--- src/rtl/mem_test_mem_bridge.sv ---
// Memory-side access bridge: takes single-word read/write requests over a
// valid/ready handshake and drives a synchronous single-port SRAM with a fixed
// read latency. One access in flight at a time; Moore FSM plus latency counter.
module mem_test_mem_bridge #(
    parameter int DATUM_WIDTH  = 8,
    parameter int ADDR_WIDTH   = 8,
    parameter int READ_LATENCY = 2
) (
    input  logic                   i_clk,
    input  logic                   i_rst_n_async,
    input  logic                   i_clear,
    input  logic                   i_req_valid,
    input  logic                   i_req_write,
    input  logic [ADDR_WIDTH-1:0]  i_req_addr,
    input  logic [DATUM_WIDTH-1:0] i_req_wdata,
    output logic                   o_req_ready,
    output logic                   o_write_ready,
    output logic                   o_read_valid,
    output logic [DATUM_WIDTH-1:0] o_rdata,
    output logic                   o_busy,
    output logic                   o_mem_cs,
    output logic                   o_mem_we,
    output logic [ADDR_WIDTH-1:0]  o_mem_addr,
    output logic [DATUM_WIDTH-1:0] o_mem_wdata,
    input  logic [DATUM_WIDTH-1:0] i_mem_rdata
);

    localparam int               CNT_W    = $clog2(READ_LATENCY + 1);
    localparam logic [CNT_W-1:0] CNT_LOAD = CNT_W'(READ_LATENCY - 1);
    localparam logic [CNT_W-1:0] CNT_ONE  = CNT_W'(1);

    typedef enum logic [2:0] {
        S_IDLE      = 3'd0,
        S_WRITE     = 3'd1,
        S_READ      = 3'd2,
        S_READ_WAIT = 3'd3,
        S_READ_DONE = 3'd4
    } state_e;

    // The request direction is captured by the state itself (WRITE vs READ),
    // so no separate write-flag register is kept.
    state_e                 state_q, state_d;
    logic [CNT_W-1:0]       cnt_q,   cnt_d;
    logic [ADDR_WIDTH-1:0]  addr_q,  addr_d;
    logic [DATUM_WIDTH-1:0] wdata_q, wdata_d;
    logic [DATUM_WIDTH-1:0] rdata_q, rdata_d;

    // State, counter and datapath registers; reset returns everything to zero/IDLE
    always_ff @(posedge i_clk or negedge i_rst_n_async) begin
        if (!i_rst_n_async) begin
            state_q <= S_IDLE;
            cnt_q   <= '0;
            addr_q  <= '0;
            wdata_q <= '0;
            rdata_q <= '0;
        end else begin
            state_q <= state_d;
            cnt_q   <= cnt_d;
            addr_q  <= addr_d;
            wdata_q <= wdata_d;
            rdata_q <= rdata_d;
        end
    end

    // Next-state logic: handshake capture, latency countdown, clear override
    always_comb begin
        state_d = state_q;
        cnt_d   = cnt_q;
        addr_d  = addr_q;
        wdata_d = wdata_q;
        rdata_d = rdata_q;
        unique case (state_q)
            S_IDLE: begin
                if (i_req_valid) begin
                    addr_d  = i_req_addr;
                    wdata_d = i_req_wdata;
                    state_d = i_req_write ? S_WRITE : S_READ;
                end
            end
            S_WRITE: state_d = S_IDLE;
            S_READ: begin
                cnt_d   = CNT_LOAD;
                state_d = S_READ_WAIT;
            end
            S_READ_WAIT: begin
                if (cnt_q != '0) begin
                    cnt_d = cnt_q - CNT_ONE;
                end else begin
                    rdata_d = i_mem_rdata;
                    state_d = S_READ_DONE;
                end
            end
            S_READ_DONE: state_d = S_IDLE;
            default:     state_d = S_IDLE;
        endcase
        // Clear wins over everything, including a handshake offered in IDLE
        if (i_clear) begin
            state_d = S_IDLE;
            cnt_d   = '0;
            addr_d  = '0;
            wdata_d = '0;
            rdata_d = '0;
        end
    end

    // Output decode from current state and registers only
    always_comb begin
        o_req_ready   = 1'b0;
        o_write_ready = 1'b0;
        o_read_valid  = 1'b0;
        o_mem_cs      = 1'b0;
        o_mem_we      = 1'b0;
        unique case (state_q)
            S_IDLE:      o_req_ready = 1'b1;
            S_WRITE: begin
                o_mem_cs      = 1'b1;
                o_mem_we      = 1'b1;
                o_write_ready = 1'b1;
            end
            S_READ:      o_mem_cs = 1'b1;
            S_READ_WAIT: o_mem_cs = 1'b0;
            S_READ_DONE: o_read_valid = 1'b1;
            default:     o_req_ready = 1'b0;
        endcase
    end

    assign o_busy      = (state_q != S_IDLE);
    assign o_rdata     = rdata_q;
    assign o_mem_addr  = addr_q;
    assign o_mem_wdata = wdata_q;

endmodule

--- config.mk ---
export PLATFORM = sky130hd
export DESIGN_NAME = mem_test_mem_bridge
export DESIGN_NICKNAME = d
export VERILOG_FILES = /design/src/rtl/mem_test_mem_bridge.sv
export SDC_FILE = /design/constraint.sdc
export NUM_CORES = 1
export LEC_CHECK = 0
export CAP_MARGIN = 20
export CORE_MARGIN = 3
export CORE_UTILIZATION = 43
export CTS_BUF_LIST = sky130_fd_sc_hd__clkbuf_16
export DETAILED_ROUTE_END_ITERATION = 16
export PLACE_DENSITY = 0.81
export REMOVE_ABC_BUFFERS = 1
export SYNTH_ARGS = -nofsm -noshare
export SYNTH_HDL_FRONTEND = slang
export SYNTH_SLANG_ARGS = --single-unit
--- constraint.sdc ---
create_clock -name i_clk -period 4.5 [get_ports i_clk]
set_clock_uncertainty 0.1 [all_clocks]
set_input_delay 0.45 -clock i_clk [delete_from_list [all_inputs] [get_ports i_clk]]
set_output_delay 0.45 -clock i_clk [all_outputs]
set_load 0.05 [all_outputs]
==> results.cfg, run 1 <==
[placement]
gp_congestion = 0.769
hpwl_um = 2080
numPortBuffers = 58

[final_layout]
antenna_cells = 0
area_growth_pct = 55.7
nets = 212
seq_area_sq_um = 726
drive_gt1_share_pct = 6.01
fillers = 206
multi_input_area_sq_um = 470
final_util_pct = 71.2

[synthesis]
synth_warnings = 0
synth_top_area_cell = dfrtp_1
synth_seq_cells = 29
syn_area_sq_mm = 0.00127
ys_seq_area_share_pct = 57.0
synth_cells = 125
synth-edff-count = 0
netlist-cell-type-count = 29
yosysTopAreaCellShare_pct = 57.0
synth_area_leaders = dfrtp_1 57%, nand2_1 9.4%, a21oi_1 7.1%
syn_area_per_cell_sq_um = 10.2
ys.flop_type = dfrtp_1
async_flop_share_pct = 100
synthTopCellsByCount = 32 x nand2_1, 29 x dfrtp_1, 18 x a21oi_1
synth.most_common_cell = nand2_1

[route]
wirelength_um = 3020
wl_per_cell_um = 14.1
ant_nets = 0
vias = 1110
post-route-drc-count = 0
dr.pass1.iters = 4
detail_route.vias_per_cell = 5.19
drt-initial-drc-count = 58

[worst_setup_path]
cp-end-kind = output pin
crit_fanout = 13
crit_type = reg2out
cp-start-kind = flop
rr_startpoint = state_q[0]
crit_start = state_q[0]
required_ns = 3.95
crit_arrival_ns = 2.05

[floorplanning]
coreArea_sq_mm = 0.00278
die_height_um = 60.4
start_util_pct = 45.7
die_x_um = 60.4
rows = 19
num_io_pins = 59
dieArea_sq_mm = 0.00365

[grt]
grt_pass1_vias = 1029
grt_pass1_wl_um = 4600
grt_antenna_before_repair = 0
grt_max_degree = 30
grt-ovfl-total = 0
grtUsageTotal_pct = 17.1

[timing]
finalMaxSlewViolations = 0
fmax_mhz = 384
period_needed_ns = 2.60
worst_slew_pin_slew_ns = 0.830
fin_setup_tns_ns = 0
hold_violations = 0
post-route-period-util_pct = 57.8
rsz0062_at_grt = no
setup_viol = 0
maxSlewHeadroom_pct = 44.5

[power_and_ir_drop]
sw_frac_of_total_pct = 29.1
power_frac_comb_pct = 23.3
seq_power_share_pct = 37.5
p_per_area_mw_per_mm2 = 388
p_leak_nw = 0.849
clock_power_share_pct = 39.2
p_int_mw = 0.545
p_sw_mw = 0.224
ir_worst_vdd_mv = 0.374

[clock_network]
htreeDepth = 2
clkSinkCount = 29
cts_setup_buffers = 0
hold_buffers = 0
cts-root-buf = clkbuf_16
cts_buffer_depth = 2
cts_resized = 0
tritoncts = done
worstSkewPairLatency_ns = 0.27
clkTransAtPathRegs_ns = 0.04
numCtsBuffers = 5

[flow_run]
cap_viol_max_count = 0

[min_path]
hold_start = o_rdata[6]
min_path_type = reg2reg

[status]
status = finished, final reports clean
-- layout by cell type, fill, tap and decap left out, types with 2 or more instances in the layout --
cell             netlist  layout
a21oi_1               18      18
nand3_1                2       2
clkinv_2               0       2
inv_1                  5       6
a211oi_1               2       2
nand2_1               32      32
clkbuf_16              0       5
a22o_1                 8       8
clkdlybuf4s50_1        0      58
dfrtp_1               29      29
nor3_1                 2       2
nand2b_1               2       2
-- power by group through the flow --
stage               sequential [mW]  combinational (mW)  clock, mW
floorplan                     0.332              0.0611          0
global placement              0.291               0.176          0
detailed placement            0.292               0.179          0
CTS                           0.288               0.180      0.309
global route                  0.290               0.190      0.323
finish                        0.288               0.179      0.301
-- cells by family (layout without fill, tap and decap cells) --
family	count (synthesis)	after routing	share of synthesized area (%)
multiplexers	1	1	0.885
buffers and inverters	14	72	6.00
AND/OR/NAND/NOR	46	46	17.9
flip-flops	29	29	57.0
XOR/XNOR	1	1	0.688
AO/OA/AOI/OAI	33	33	16.5
adder cells (fa/ha/maj)	1	1	0.983
-- final timing paths --
kind,to,slack [ns],depth (start not counted)
worst max-delay path,o_req_ready,1.90,3
max in group asynchronous,o_rdata[5],3.56,2
min in group asynchronous,o_mem_addr[7],0.47,2
worst max register to register,o_mem_wdata[3],2.62,3
worst min-delay path,o_rdata[6],0.40,1
worst min register to register,o_rdata[6],0.40,1
-- routing by layer --
| layer | part of all wire, % | GRT usage [%] | vias to the layer above |
|---|---|---|---|
| met2 | 44 | 26.5 | 61 |
| li1 | - | - | 538 |
| met4 | 0.40 | 4.43 | 0 |
| met5 | 0 | 0 | - |
| met3 | 11 | 7.23 | 2 |
| met1 | 45 | 22.2 | 509 |
-- final cells by class --
class                      instances  area share (%)
inverter                           5           0.948
timing repair buffer              59            29.7
sequential                        29            36.6
tap                               31            1.96
multi-input combinational         82            23.8
clock inverter                     3           0.695
clock buffer                       5            6.32
-- stage by stage --
step / setup slack (ns) / total power, mW / cell area (sq um) / instances / hold WS, ns
finish: 1.90 / 0.769 / 1980 / 214 / 0.403
CTS: 1.89 / 0.778 / 1980 / 214 / 0.406
global route: 1.82 / 0.803 / 1980 / 214 / 0.411
detailed placement: 2.09 / 0.471 / 1840 / 206 / 0.391
floorplan: 2.24 / 0.393 / 1210 / 116 / 0.0544
global placement: 2.16 / 0.468 / 1840 / 206 / 0.393
-- registers in the layout, indices dropped and copies added (netlist names) --
signal and cells:
cnt_q 2, o_mem_addr 8, o_mem_wdata 8, o_rdata 8, state_q 3
-- critical path, stage by stage, from the launching register on --
cell	delay (ns)
dfrtp_1	0.52
or3_1	0.42
inv_1	0.06
clkdlybuf4s50_1	0.79
No activity file was read; power rests on OpenSTA's default activity.
==> run 2, diff against run 1 <==
Settings changed: CORE_UTILIZATION 43 to 36, PLACE_DENSITY 0.81 to 0.72.
Clock period 4.5 ns to 2.2 ns, I/O delays scaled along.
==> run 2 against run 1 <==
  * Clock-buffer cell count did not move
  * First-iteration DRC count fell by 33%
  * Final cell count up 8.4%
  * Worst hold slack worse by 0.17 ns
  * Sequential power up 100%
  * Combinational power increased by 110%
  * Via count hardly changed
  * Critical path depth down 1
  * Clock power is 100% higher
  * Routed wire length rose by 2.8%
==> results.cfg, run 2 (synthesized netlist as in run 1, its figures left out) <==
[final_layout]
drive_gt1_share_pct = 11.2
nets = 217
area_growth_pct = 58.9
layout_common_cells = 53 x clkdlybuf4s50_1, 32 x nand2_1, 29 x dfrtp_1
antenna_cells = 0
fillers = 290
final_common_cell = clkdlybuf4s50_1
finalInstanceArea_sq_mm = 0.00202

[clock_network]
numCtsBuffers = 5
cts_setup_buffers = 0
clkTransAtPathRegs_ns = 0.05
cts_resized = 0
cts_buffer_depth = 2
cts-root-buf = clkbuf_16
htreeDepth = 2
clkSinkCount = 29
hold_buffers = 0
worstSkewPairLatency_ns = 0.27
tritoncts = done

[timing]
worst_slew_pin_slew_ns = 0.659
hold_violations = 0
rsz0062_at_grt = no
post-route-period-util_pct = 93.9
setup_viol = 0
fin_setup_tns_ns = 0
period_needed_ns = 2.07
maxSlewHeadroom_pct = 55.5
fmax_mhz = 484
worst_hold_slack_ns = 0.229
finalMaxSlewViolations = 0

[route]
ant_nets = 0
wl_per_cell_um = 13.4
vias = 1111
wirelength_um = 3110
post-route-drc-count = 0
dr.pass1.iters = 4
detail_route.vias_per_cell = 4.79
drt-initial-drc-count = 39

[placement]
gp_congestion = 0.746
numPortBuffers = 58
hpwl_um = 2250
placed_area_sq_mm = 0.00188

[power_and_ir_drop]
sw_frac_of_total_pct = 29.1
p_leak_nw = 0.882
p_int_mw = 1.12
p_per_area_mw_per_mm2 = 781
p_sw_mw = 0.460
seq_power_share_pct = 36.7
ir_worst_vdd_mv = 0.374
power_frac_comb_pct = 24.3
clock_power_share_pct = 39.1

[worst_setup_path]
cp-end-kind = output pin
crit_fanout = 2
crit_type = reg2out
crit_arrival_ns = 1.75
cp-start-kind = flop
required_ns = 1.88

[floorplanning]
coreArea_sq_mm = 0.00320
start_util_pct = 39.7
dieArea_sq_mm = 0.00428
num_io_pins = 59
die_x_um = 65.5
rows = 20
die_height_um = 65.5

[status]
status = finished, final reports clean

[grt]
grt-ovfl-total = 0
grt_antenna_before_repair = 0
grt_max_degree = 30
grt_pass1_wl_um = 5040
grt_pass1_vias = 1108
grtUsageTotal_pct = 15.5

[flow_run]
cap_viol_max_count = 0

[min_path]
min_path_type = in2async
run 2: cell types whose count changed in the layout (fill, tap and decap cells not counted), sizes merged:
cell | before | now
buf | 1 | 11
clkdlybuf4s50 | 58 | 53
run 2: cell type report:
| cell class | count | area [sq um] | share of cell area (%) |
|---|---|---|---|
| Inverter | 5 | 18.8 | 0.928 |
| Timing Repair Buffer | 64 | 613 | 30.3 |
| Clock inverter | 3 | 13.8 | 0.681 |
| Tap cell | 44 | 55.1 | 2.72 |
| Multi-Input combinational cell | 82 | 470 | 23.3 |
| Sequential cell | 29 | 726 | 35.9 |
| Clock buffer | 5 | 125 | 6.19 |
run 2: routing by layer:
layer | vias to the layer above | GRT usage [%] | part of all wire [%]
met5 | - | 0 | 0
met4 | 0 | 4.66 | 0.84
met3 | 3 | 5.98 | 8.9
met2 | 53 | 24.1 | 42
met1 | 507 | 19.8 | 48
li1 | 548 | - | -
run 2: worst paths after layout:
| check | startpoint | to | slack [ns] | cells after the start |
|---|---|---|---|---|
| worst max-delay path | state_q[2] | o_busy | 0.13 | 2 |
| worst min register to register | o_rdata[7] | o_rdata[7] | 0.41 | 1 |
| min in group i_clk | i_req_addr[6] | o_mem_addr[6] | 0.40 | 3 |
| worst min-delay path | i_rst_n_async | o_mem_addr[3] | 0.23 | 2 |
| worst max register to register | state_q[0] | o_mem_wdata[5] | 0.39 | 4 |
| max in group asynchronous | i_rst_n_async | state_q[0] | 1.51 | 2 |
run 2: critical path, stage by stage (launching register included):
cell	delay, ns
dfrtp_1	0.37
or3_1	0.40
clkdlybuf4s50_1	0.71
run 2: stage by stage:
| step | instances | util [%] | power, mW | setup slack [ns] |
|---|---|---|---|---|
| after global placement | 224 | 58.8 | 0.966 | 0.315 |
| final | 232 | 63.1 | 1.58 | 0.134 |
| after global routing | 232 | 63.1 | 1.65 | 0.0910 |
| after detailed placement | 224 | 58.8 | 0.973 | 0.251 |
| after floorplan | 116 | - | 0.803 | 0.169 |
| after CTS | 232 | 63.1 | 1.60 | 0.120 |
run 2: power groups by stage:
stage	combinational, mW	clock (mW)	sequential, mW
global placement	0.379	0	0.586
CTS	0.388	0.630	0.579
detailed placement	0.386	0	0.587
global route	0.410	0.654	0.582
floorplan	0.125	0	0.678
finish	0.383	0.617	0.579
